`src/rtl/phase_cmd_sequencer.sv`:
```
`default_nettype none
// ============================================================================
// Module   : phase_cmd_sequencer
// Purpose  : Host byte-stream command parser with double-buffered phase,
//            calibration and enable registers, committed at a PWM period edge.
// Revision : 1.0
// ============================================================================
module phase_cmd_sequencer #(
    parameter int NUM_CHANNELS = 4,
    parameter int PHASE_WIDTH  = 8
) (
    input  logic                                clk,
    input  logic                                rst_n,
    input  logic                                i_rxfifo_empty,
    input  logic [7:0]                          i_rxfifo_data,
    output logic                                o_rxfifo_rd,
    input  logic                                i_period_start,
    output logic [NUM_CHANNELS*PHASE_WIDTH-1:0] o_phase,
    output logic [NUM_CHANNELS*PHASE_WIDTH-1:0] o_phase_calibration,
    output logic [NUM_CHANNELS-1:0]             o_pwm_en,
    output logic                                o_commit_done,
    output logic                                o_cmd_error,
    output logic                                o_busy
);

    localparam int         c_VEC_W     = NUM_CHANNELS * PHASE_WIDTH;
    localparam logic [1:0] c_OP_PHASE  = 2'b00;
    localparam logic [1:0] c_OP_CAL    = 2'b01;
    localparam logic [1:0] c_OP_EN     = 2'b10;
    localparam logic [1:0] c_OP_COMMIT = 2'b11;

    typedef enum logic [1:0] {
        S_IDLE        = 2'd0,
        S_PAYLOAD     = 2'd1,
        S_COMMIT_WAIT = 2'd2
    } state_t;

    state_t                    r_state;
    logic [1:0]                r_opcode;
    logic [5:0]                r_addr;
    logic [c_VEC_W-1:0]        r_shadow_phase;
    logic [c_VEC_W-1:0]        r_shadow_cal;
    logic [NUM_CHANNELS-1:0]   r_shadow_en;
    logic [c_VEC_W-1:0]        r_active_phase;
    logic [c_VEC_W-1:0]        r_active_cal;
    logic [NUM_CHANNELS-1:0]   r_active_en;
    logic                      r_commit_done;
    logic                      r_cmd_error;
    logic                      r_busy;
    logic                      w_pop;
    logic                      w_addr_valid;

    // The FIFO is FWFT, so popping is just a matter of being in a byte-accepting state.
    assign w_pop        = ((r_state == S_IDLE) || (r_state == S_PAYLOAD)) && !i_rxfifo_empty;
    assign w_addr_valid = (r_addr < 6'(NUM_CHANNELS));

    always_ff @(posedge clk or negedge rst_n) begin
        if (!rst_n) begin
            r_state        <= S_IDLE;
            r_opcode       <= 2'b00;
            r_addr         <= 6'd0;
            r_shadow_phase <= '0;
            r_shadow_cal   <= '0;
            r_shadow_en    <= '0;
            r_active_phase <= '0;
            r_active_cal   <= '0;
            r_active_en    <= '0;
            r_commit_done  <= 1'b0;
            r_cmd_error    <= 1'b0;
            r_busy         <= 1'b0;
        end else begin
            r_commit_done <= 1'b0;
            r_cmd_error   <= 1'b0;
            case (r_state)
                S_IDLE: begin
                    if (w_pop) begin
                        r_busy <= 1'b1;
                        if (i_rxfifo_data[7:6] == c_OP_COMMIT) begin
                            r_state <= S_COMMIT_WAIT;
                        end else begin
                            r_state  <= S_PAYLOAD;
                            r_opcode <= i_rxfifo_data[7:6];
                            r_addr   <= i_rxfifo_data[5:0];
                        end
                    end
                end
                S_PAYLOAD: begin
                    if (w_pop) begin
                        r_state <= S_IDLE;
                        r_busy  <= 1'b0;
                        if (r_opcode == c_OP_EN) begin
                            r_shadow_en <= i_rxfifo_data[NUM_CHANNELS-1:0];
                        end else if (!w_addr_valid) begin
                            r_cmd_error <= 1'b1;
                        end else begin
                            for (int i = 0; i < NUM_CHANNELS; i++) begin
                                if (r_addr == 6'(i)) begin
                                    if (r_opcode == c_OP_PHASE)
                                        r_shadow_phase[i*PHASE_WIDTH +: PHASE_WIDTH] <= i_rxfifo_data[PHASE_WIDTH-1:0];
                                    else if (r_opcode == c_OP_CAL)
                                        r_shadow_cal[i*PHASE_WIDTH +: PHASE_WIDTH] <= i_rxfifo_data[PHASE_WIDTH-1:0];
                                end
                            end
                        end
                    end
                end
                S_COMMIT_WAIT: begin
                    // All three banks move together so every channel switches on one carrier edge.
                    if (i_period_start) begin
                        r_active_phase <= r_shadow_phase;
                        r_active_cal   <= r_shadow_cal;
                        r_active_en    <= r_shadow_en;
                        r_commit_done  <= 1'b1;
                        r_busy         <= 1'b0;
                        r_state        <= S_IDLE;
                    end
                end
                default: begin
                    r_state <= S_IDLE;
                    r_busy  <= 1'b0;
                end
            endcase
        end
    end

    assign o_rxfifo_rd         = w_pop;
    assign o_phase             = r_active_phase;
    assign o_phase_calibration = r_active_cal;
    assign o_pwm_en            = r_active_en;
    assign o_commit_done       = r_commit_done;
    assign o_cmd_error         = r_cmd_error;
    assign o_busy              = r_busy;

endmodule
`default_nettype wire

```
`config.mk`:
```
export PLATFORM = sky130hd
export DESIGN_NAME = phase_cmd_sequencer
export DESIGN_NICKNAME = d
export VERILOG_FILES = /design/src/rtl/phase_cmd_sequencer.sv
export SDC_FILE = /design/constraint.sdc
export NUM_CORES = 1
export LEC_CHECK = 0
export CAP_MARGIN = 5
export CORE_UTILIZATION = 30
export CTS_CLUSTER_SIZE = 14
export DETAILED_ROUTE_END_ITERATION = 7
export GPL_ROUTABILITY_DRIVEN = 1
export PLACE_DENSITY = 0.48
export SYNTH_ARGS = -nofsm -noshare
export SYNTH_HDL_FRONTEND = slang
export SYNTH_SLANG_ARGS = --single-unit
```
`constraint.sdc`:
```
create_clock -name clk -period 2.7 [get_ports clk]
set_input_delay 0.54 -clock clk [delete_from_list [all_inputs] [get_ports clk]]
set_output_delay 0.54 -clock clk [all_outputs]
set_load 0.05 [all_outputs]
```
# Word-level counts from Yosys, hierarchy flattened
# Index checks and enable logic that the tools add are counted.
[totals]
regBits = 149
input_bits = 12
[op_classes]
magnitude_cmp = 1
n_eq_ne = 11
mux = 15
bitwise_logic = 3
n_reduce_logical = 18
[op_table]
columns = ["cell", "count"]
rows = [
  ["7-bit AND reduction", 4],
  ["6-bit AND reduction", 4],
  ["6-bit by 2-bit == test with 1-bit output (second input constant)", 2],
  ["1-bit 2-to-1 mux", 9],
  ["3-bit AND reduction", 3],
  ["2-bit 2-to-1 mux", 4],
  ["2-bit == test (second input constant)", 3],
  ["6-bit by 1-bit == test with 1-bit output (second input constant)", 1],
  ["6-bit logical NOT", 1],
  ["6-bit by 3-bit < comparator with 1-bit output (second input constant)", 1],
  ["2-bit != test (second input constant)", 3],
  ["2-bit one-hot mux with 3 select lines", 1],
  ["2-bit by 1-bit == test with 1-bit output (second input constant)", 2],
  ["2-bit logical NOT", 2],
  ["1-bit inverter", 3],
  ["1-bit one-hot mux with 3 select lines", 1],
  ["2-bit AND reduction", 1],
  ["1-bit logical AND", 1],
  ["1-bit logical NOT", 1],
  ["1-bit logical OR", 1],
]

# Longest topological paths before layout
# Gate-level depths: netlist of the first run.
[logic_depth]
word_depth = 5
mapped_depth = 5
depth_no_buf = 3

# Worst setup path before layout of the first run
# Ideal clock, no wire load.
[synth_path]
kind = "input to register"
startpoint = "input i_rxfifo_empty"
endpoint = "register r_shadow_cal[16]"
setup_ps = 125
arrival_time_ps = 2129
required_ps = 2575
path_slack_ps = 445
stages = 5
path_buffers = 2
path_cell_list = "buf_6 -> or4b_4 -> or4_4 -> buf_6 -> mux2_4"
[synth_between]
elab_chain_len = 3
[synth_rtl]
columns = ["element", "line", "rtl"]
rows = [
  ["start: declaration", "14", "input logic i_rxfifo_empty,"],
  ["1-bit logical NOT", "54", "assign w_pop = ((r_state == S_IDLE) || (r_state == S_PAYLOAD)) && !i_rxfifo_empty;"],
  ["1-bit logical AND", "54", ""],
  ["7-bit AND reduction (no line)", "n/a", ""],
  ["end signal: indexed assignment", "101", "r_shadow_cal[i*PHASE_WIDTH +: PHASE_WIDTH] <= i_rxfifo_data[PHASE_WIDTH-1:0];"],
  ["end: declaration", "42", "logic [c_VEC_W-1:0] r_shadow_cal;"],
]
# No other way between the ends.
# A chain may end at the register's enable or synchronous reset.

# Final worst setup path of the first run
[layout_path]
startpoint = "input i_rxfifo_empty"
endpoint = "output o_rxfifo_rd"
[layout_between]
elab_chain_len = 2
[layout_rtl]
columns = ["element", "line", "rtl"]
rows = [
  ["1-bit logical NOT", "54", ""],
  ["1-bit logical AND", "54", ""],
  ["end: declaration", "16", "output logic o_rxfifo_rd,"],
]
# No other way between the ends.

==> metrics.md, run 1 <==
| Metric | Value |
|---|---|
| Post-layout min period | roughly 2.3 ns |
| Worst hold path class | primary input to async pin |
| Sequential area share after synthesis | 0.651 |
| Longest Clk Path Bufs | 2 |
| Post-DP HPWL | between 7000 and 8000 µm |
| Clock Sinks | roughly 150 |
| Max_cap viols | 0 |
| Total Routed Length | approximately 12,000 µm |
| Layout cells sized above 1 | 0.420 |
| Largest net degree at the start of global routing | 57 |
| Io pins | between 80 and 90 |
| Critical path type | primary input to output pin |
| Std-Cell Rows | 50 |
| Min Hold Slack | about 0.1 ns |
| Avg Synthesized Cell Area | around 16 µm² |
| Detail Route Antenna Nets | 0 |
| Crit path launch type | primary input |
| Most common cell after layout, fill and taps aside | dfrtp_1 |
| Yosys warning count | 0 |
| Cells after Synth | 353 |
| Area grow syn2layout | 33.1% |
| Clock transition at path regs | approximately 0.06 ns |
| Layout Utilization | 0.407 |
| Final setup fails | 0 |
| All-Layer GR Usage | 0.136 |
| Diode count | 0 |
| Post-DR wirelength/cell | around 17 µm |
| Initial DRC count | 110 |
| Total grt overflow | 0 |
| Die height | between 100 and 150 µm |
| Worst setup EP type | output pin |
| # DRC | 0 |
| Number of synthesized flops with an enable pin | 0 |
| Synth Register Bits | 149 |
| DIE AREA | 0.0196 mm² |
| Vias per cell | between 4 and 5 |
| Chip width | approximately 140 µm |
| CTS tree | built |
| Worst vdd ir | around 0.46 mV |
| Syn_nets | around 370 |
| PwrDens | 847 mW/mm² |
| Lkg Pwr | around 3.7 nW |
| CTS Hold Bufs | 0 |
| Post-synth ARST share | 1.00 |
| Post-layout nets | roughly 460 |
| Initial antenna violation count | 0 |
| Number of global-route vias before repair | about 3,500 |
| Final non-filler cell total | about 700 |
| Commonest non-fill, non-tap cells in the layout | dfrtp_1 (149), mux2_2 (133), clkdlybuf4s50_1 (81) |
| DRT Pass-1 Iters | 4 |
| Core area | around 0.019 mm² |
| Synth Cell Area | approximately 0.0057 mm² |
| Total CTS buffers | 17 |
| Post-synth cell types | 29 |
| Fin. Hold Viols | 0 |
| Via count | roughly 3,200 |
| Worst relative slew slack | 0.536 |
| First-pass GRT wire length | between 15,000 and 20,000 µm |
| Post CTS Setup Buffer Count | 0 |
| Clk root buf | clkbuf_16 |
| Ys flop type | dfrtp_1 |
| Worst Path Arrival | between 1.5 and 2 ns |
| Fmax | between 0.4 and 0.5 GHz |
| Initial Util | 0.306 |
| Clock Skew | between 0.008 and 0.009 ns |
| Crit path required time | 2.16 ns |
| IO buf count | 83 |
| Slew of the pin with the lowest slew margin | between 0.6 and 0.7 ns |
| RSZ-0062 raised after global routing | no |
| Critical path fanouts, max | 7 |
| Htree depth | 4 |
| Worst-Skew Late Latency | 0.42 ns |
| Final GP Congestion | around 0.72 |
| Post-cts resize count | 0 |
| Final period util | 0.867 |
| Placed Instances | 667 |
| Final Slew Violations | 0 |
| Run status | complete, no violations |
cells by family after synthesis:
kind of cell | count (synthesis) | share of synthesized area
DFF | 149 | 0.651
muxes | 141 | 0.283
and+or+nand+nor | 32 | 0.0391
buffers and inverters | 24 | 0.0188
AOI/OAI and AO/OA | 7 | 0.00809
critical path, cell delays in order:
cell and delay (ns):
clkdlybuf4s50_1 0.50, buf_4 0.21, nor2_1 0.35, buf_12 0.20
synthesized netlist by cell type (all sizes together), types with 2 or more instances:
cell | count | area [µm²]
nand4 | 3 | 18.8
mux2 | 141 | 1620
or4 | 2 | 18.8
nor4b | 2 | 23.8
nor2 | 9 | 33.8
nand3b | 2 | 15.0
a21oi | 2 | 10.0
and4 | 3 | 26.3
o21ai | 2 | 10.0
inv | 3 | 11.3
nand2b | 2 | 12.5
clkbuf | 10 | 37.5
buf | 11 | 58.8
dfrtp | 149 | 3730
nor4 | 4 | 40.0
where the power goes:
group          switching [W]  total [W]  internal (W)  leakage, nW
clock               0.000871    0.00260       0.00173        0.322
sequential          0.000175    0.00270       0.00252         2.04
combinational       0.000680    0.00116      0.000477         1.32
total                0.00173    0.00645       0.00473         3.68
per-layer routing:
layer	vias up	track usage	wire, µm
met4	0	0.0584	215
met3	15	0.0373	518
met2	69	0.222	5880
met1	1688	0.170	5480
met5	-	0	0
li1	1468	-	-
stage by stage:
stage               cell area, µm²  TNS [ns]  total power, W  setup slack [ns]
floorplan                     5720         0         0.00346             0.445
global placement              6960    -0.127         0.00389           -0.0182
detailed placement            6960    -0.137         0.00391           -0.0195
CTS                           7620         0         0.00654             0.348
global route                  7620         0         0.00671             0.311
finish                        7620         0         0.00645             0.359
state kept, by name, summed over array words and instances, names as in the netlist, 2 cells and up:
name	flops
r_state	2
r_shadow_cal	32
o_phase_calibration	32
r_shadow_phase	32
o_phase	32
r_addr	6
o_pwm_en	4
r_opcode	2
r_shadow_en	4
area by class of cell:
class,count,area [µm²]
clock inverters,9,173
inverters,3,11.3
repair buffers,101,1040
well taps,234,293
fillers,1739,11100
multi-input cells,180,1890
clock buffers,22,484
flip-flops and latches,149,3730
final timing paths:
check	slack [ns]	startpoint	to	depth (start not counted)
worst min register to register	0.50	r_shadow_cal[29]	o_phase_calibration[29]	1
min in group clk	0.50	r_shadow_cal[29]	o_phase_calibration[29]	1
worst max-delay path	0.36	i_rxfifo_empty	o_rxfifo_rd	4
worst max register to register	0.55	r_state[1]	r_shadow_cal[18]	3
max in group asynchronous	1.95	rst_n	r_shadow_phase[6]	2
worst min-delay path	0.10	rst_n	o_phase[17]	1
(Power assumes the default switching activity.)
==> inputs of run 2 (changes only) <==
ABC_CLOCK_PERIOD_IN_PS = 2700   (was unset)
CORE_UTILIZATION = 54   (was 30)
PLACE_DENSITY = 0.78   (was 0.48)
SLEW_MARGIN = 20   (was unset)
==> metrics.md, run 2 (synthesis gave the netlist of run 1 again) <==
| Metric | Value |
|---|---|
| All-Layer GR Usage | 0.213 |
| Total Routed Length | ~11,000 µm |
| Crit path max-delay family | buffers and inverters |
| Htree depth | 4 |
| M1 WL | between 4000 and 5000 µm |
| Setup TNS | 0 ns |
| Vias per cell | between 5 and 6 |
| Total CTS buffers | 17 |
| Slowest cell delay on critical path | 0.82 ns |
| Area grow syn2layout | 28.0% |
| Chip width | between 100 and 150 µm |
| DIE AREA | approximately 0.011 mm² |
| Tot Pwr | 0.00607 W |
| Io pins | between 80 and 90 |
| Multi-input logic area | around 0.0019 mm² |
| Clock Sinks | around 150 |
| Clk root buf | clkbuf_8 |
| Worst setup EP type | output pin |
| Post-layout min period | between 2 and 2.5 ns |
| Critical path type | register to output pin |
| First-pass GRT wire length | ~17,000 µm |
| Fmax | about 0.45 GHz |
| Initial DRC count | 72 |
| Run status | complete, no violations |
| CTS Hold Bufs | 0 |
| Std-Cell Rows | 37 |
| DRT Pass-1 Iters | 5 |
| PwrDens | 828 mW/mm² |
| Filler cells | 694 |
| Final GP Congestion | slightly below 0.8 |
| Total grt overflow | 0 |
| Commonest non-fill, non-tap cells in the layout | dfrtp_1 (149), mux2_2 (133), clkdlybuf4s50_1 (81) |
| Critical path fanouts, max | 3 |
| Worst-Skew Late Latency | 0.52 ns |
| Worst relative slew slack | 0.586 |
| Core area | just over 0.01 mm² |
| Top Layer Used | met4 |
| Max_cap viols | 0 |
| Initial antenna violation count | 0 |
| CTS tree | built |
| Worst vdd ir | 0.439 mV |
| Largest net degree at the start of global routing | 69 |
| Post-layout nets | 460 |
| IO buf count | between 80 and 90 |
| Worst hold path class | primary input to async pin |
| Detail Route Antenna Nets | 0 |
| Layout cells sized above 1 | 0.405 |
| RSZ-0062 raised after global routing | no |
| Register area | 0.00373 mm² |
| Number of global-route vias before repair | 3,306 |
| Critical path buffers and inverters | 1 |
| Crit path required time | ~2.2 ns |
| Post-DP HPWL | 6770 µm |
| Lkg Pwr | 3.60 nW |
| Slew of the pin with the lowest slew margin | 0.621 ns |
| Clock Skew | roughly 0.0079 ns |
| Longest Clk Path Bufs | 2 |
| Worst Path Arrival | around 1.7 ns |
| Post CTS Setup Buffer Count | 0 |
| Clock transition at path regs | around 0.06 ns |
| Die height | approximately 100 µm |
| Crit path cell chain | clkdlybuf4s50_1 |
| Met3 routed WL | 343 µm |
| Reg-to-reg slack, setup | 0.57 ns |
| Post-cts resize count | 0 |
| Diode count | 0 |
| Metal2 WL | ~5200 µm |
| Via count | ~3,200 |
| Highest-delay cell along the critical path | clkdlybuf4s50_1 |
| Most common cell after layout, fill and taps aside | dfrtp_1 |
| Fin. Hold Viols | 0 |
| Post-DR wirelength/cell | approximately 18 µm |
| Final Slew Violations | 0 |
| # DRC | 0 |
| Initial Util | 0.554 |
| Final period util | 0.831 |
| Final setup fails | 0 |
| Crit path launch type | register |
run 2: cell count changes in the layout (fill, tap and decap cells not counted):
cell,delta
buf_12,-3
buf_4,-1
bufinv_16,-3
clkbuf_1,+4
clkbuf_16,-1
clkbuf_8,+1
clkinv_2,-1
clkinvlp_4,-1
run 2: layout make-up:
| type | instances | share of cell area |
|---|---|---|
| tap | 136 | 0.0232 |
| timing repair buffer | 97 | 0.133 |
| clock buffer | 26 | 0.0666 |
| multi-input combinational | 180 | 0.258 |
| inverter | 3 | 0.00154 |
| sequential | 149 | 0.509 |
| clock inverter | 4 | 0.00956 |
run 2: per-stage QoR:
stage | cells | hold WS [ns] | setup WS [ns] | instance area (µm²) | utilization
floorplan | 353 | 0.244 | 0.445 | 5720 | -
global placement | 565 | 0.483 | 0.0672 | 6770 | 0.656
detailed placement | 565 | 0.491 | 0.0517 | 6770 | 0.656
CTS | 595 | 0.0307 | 0.433 | 7330 | 0.710
global route | 595 | 0.0610 | 0.406 | 7330 | 0.710
finish | 595 | 0.0190 | 0.456 | 7330 | 0.710
run 2: final timing paths:
kind	from	cells after the start	to
hold / removal	rst_n	1	o_phase[25]
setup reg to reg	r_state[1]	3	r_shadow_cal[17]
setup / recovery	o_busy	1	o_busy
max in group asynchronous	rst_n	2	o_phase_calibration[29]
hold reg to reg	o_phase_calibration[4]	1	o_phase_calibration[4]
min in group clk	o_phase_calibration[4]	1	o_phase_calibration[4]
run 2: routing by layer:
layer / GRT usage / vias to the layer above
li1: - / 1445
met1: 0.287 / 1670
met2: 0.336 / 68
met3: 0.0543 / 13
met4: 0.0755 / 0
met5: 0 / -
run 2: power breakdown:
part | leakage (nW) | total, W | switching [W] | internal [W]
clock | 0.275 | 0.00222 | 0.000815 | 0.00140
combinational | 1.29 | 0.00115 | 0.000677 | 0.000475
sequential | 2.04 | 0.00270 | 0.000180 | 0.00252
total | 3.60 | 0.00607 | 0.00167 | 0.00440
==> inputs of run 3 (changes only) <==
ABC_CLOCK_PERIOD_IN_PS = 2000   (was 2700)
CORE_UTILIZATION = 48   (was 54)
PLACE_DENSITY = 0.74   (was 0.78)
clock period = 2 ns   (was 2.7 ns; I/O delays follow)
==> metrics.md, run 3 (synthesis gave the netlist of run 1 again) <==
| Metric | Value |
|---|---|
| Slew of the pin with the lowest slew margin | 0.584 ns |
| Failing checks | DRC, setup timing |
| Clock Skew | ~0.012 ns |
| Area grow syn2layout | 34.1% |
| Core area | between 0.01 and 0.015 mm² |
| # DRC | 8 |
| R2R depth | 3 |
| First-pass GRT wire length | 18,800 µm |
| Tot Pwr | roughly 0.0086 W |
| Crit path required time | 2.29 ns |
| Worst setup EP type | register |
| Worst hold path class | register to register |
| Chip width | roughly 110 µm |
| Post-DP HPWL | about 7400 µm |
| Post-layout nets | roughly 480 |
| Worst vdd ir | ~0.59 mV |
| Htree depth | 4 |
| Max_cap viols | 0 |
| Crit path launch type | register |
| Flop pwr share | 0.425 |
| Layout Utilization | 0.666 |
| Largest net degree at the start of global routing | 57 |
| Worst-Skew Late Latency | slightly above 0.4 ns |
| PwrDens | roughly 1100 mW/mm² |
| Net switching power | around 0.0024 W |
| WHS Path Cells | 1 |
| Sw frac | 0.279 |
| Initial DRC count | 157 |
| Total grt overflow | 0 |
| Initial Util | 0.497 |
| Setup ws final | -0.0338 ns |
| DRT Pass-1 Iters | 6 |
| Post-DR wirelength/cell | 18.9 µm |
| Io pins | between 80 and 90 |
| Post-layout min period | approximately 2.0 ns |
| Diode count | 0 |
| Layout cells sized above 1 | 0.438 |
| Final Slew Violations | 0 |
| Critical path fanouts, max | 8 |
| Most common cell after layout, fill and taps aside | dfrtp_1 |
| Reg-to-reg slack, setup | -0.03 ns |
| DIE AREA | ~0.012 mm² |
| Via count | about 3,300 |
| Clock transition at path regs | 0.06 ns |
| Worst relative slew slack | 0.610 |
| Detail Route Antenna Nets | 0 |
| Clock Sinks | around 150 |
| Worst Path Arrival | about 2.3 ns |
| Total CTS buffers | 17 |
| Run status | finished, violations left |
| All-Layer GR Usage | 0.203 |
| Number of global-route vias before repair | between 3,000 and 4,000 |
| Final period util | 1.02 |
| Clk root buf | clkbuf_16 |
| Longest Clk Path Bufs | 2 |
| Critical path type | register to register |
| Std-Cell Rows | 39 |
| Fmax | between 0.4 and 0.5 GHz |
| Vias per cell | between 5 and 6 |
| CTS tree | built |
| Fin. Hold Viols | 0 |
| Internal | ~0.0062 W |
| Final setup fails | 8 |
| Lkg Pwr | 4.28 nW |
| Die height | between 100 and 150 µm |
| Commonest non-fill, non-tap cells in the layout | dfrtp_1 (149), mux2_2 (125), clkdlybuf4s50_1 (42) |
| RSZ-0062 raised after global routing | yes |
| IO buf count | between 80 and 90 |
| Initial antenna violation count | 0 |
| Clock network power share | 0.383 |
| Final GP Congestion | 0.817 |
| Total Routed Length | 11,800 µm |
| Combinational fraction of design power | 0.192 |
==> run 3: repair_timing <==
action                                 in CTS  in global routing
hold buffers                                1                  0
setup buffers                               1                  0
setup endpoints to repair                  25                 93
pin swaps                                   3                  1
endpoints found under the hold margin      53                  0
gates resized for setup                    20                 31
==> run 3: cell type report <==
class,count,area [µm²]
fill,828,3840
sequential,149,3730
multi-input combinational,180,1930
timing repair buffer,116,1210
clock buffer,20,437
clock inverter,12,180
tap,143,179
inverter,3,11.3
==> run 3: power by group through the flow <==
stage	combinational (W)	clock [W]	sequential (W)
2_1_floorplan	0.000507	0	0.00417
3_3_place_gp	0.00160	0	0.00366
3_5_place_dp	0.00164	0	0.00368
4_1_cts	0.00166	0.00334	0.00364
5_1_grt	0.00173	0.00348	0.00369
6_report	0.00164	0.00328	0.00364
==> run 3: critical path: stages (launching register included) <==
cell and delay, ns:
dfrtp_1 0.39, or4b_4 0.53, or4_4 0.64, mux2_4 0.34
==> run 3: routing by layer <==
layer	wire length, µm	global-route usage	part of all wire	up-vias
li1	-	-	-	1487
met2	5860	0.326	0.50	93
met3	498	0.0514	0.042	8
met5	0	0	0	-
met1	5270	0.273	0.45	1729
met4	120	0.0631	0.010	0
==> run 3: path summary, 6_finish.rpt <==
check	from	endpoint
setup reg to reg	r_state[1]	r_shadow_cal[22]
hold / removal	o_phase[24]	o_phase[24]
max in group asynchronous	rst_n	r_shadow_cal[10]
min in group asynchronous	rst_n	o_phase[28]
setup / recovery	r_state[1]	r_shadow_cal[22]
hold reg to reg	o_phase[24]	o_phase[24]
==> run 3: stage by stage <==
step	hold slack (ns)	cell area (µm²)	TNS (ns)	std cells	setup WS, ns
2_1_floorplan	0.104	5720	-0.917	353	-0.115
3_3_place_gp	0.391	6930	-21.28	589	-0.490
3_5_place_dp	0.395	6930	-24.71	589	-0.515
4_1_cts	0.504	7590	-0.183	623	-0.0315
5_1_grt	0.518	7670	-0.616	623	-0.0479
6_report	0.498	7670	-0.200	623	-0.0338
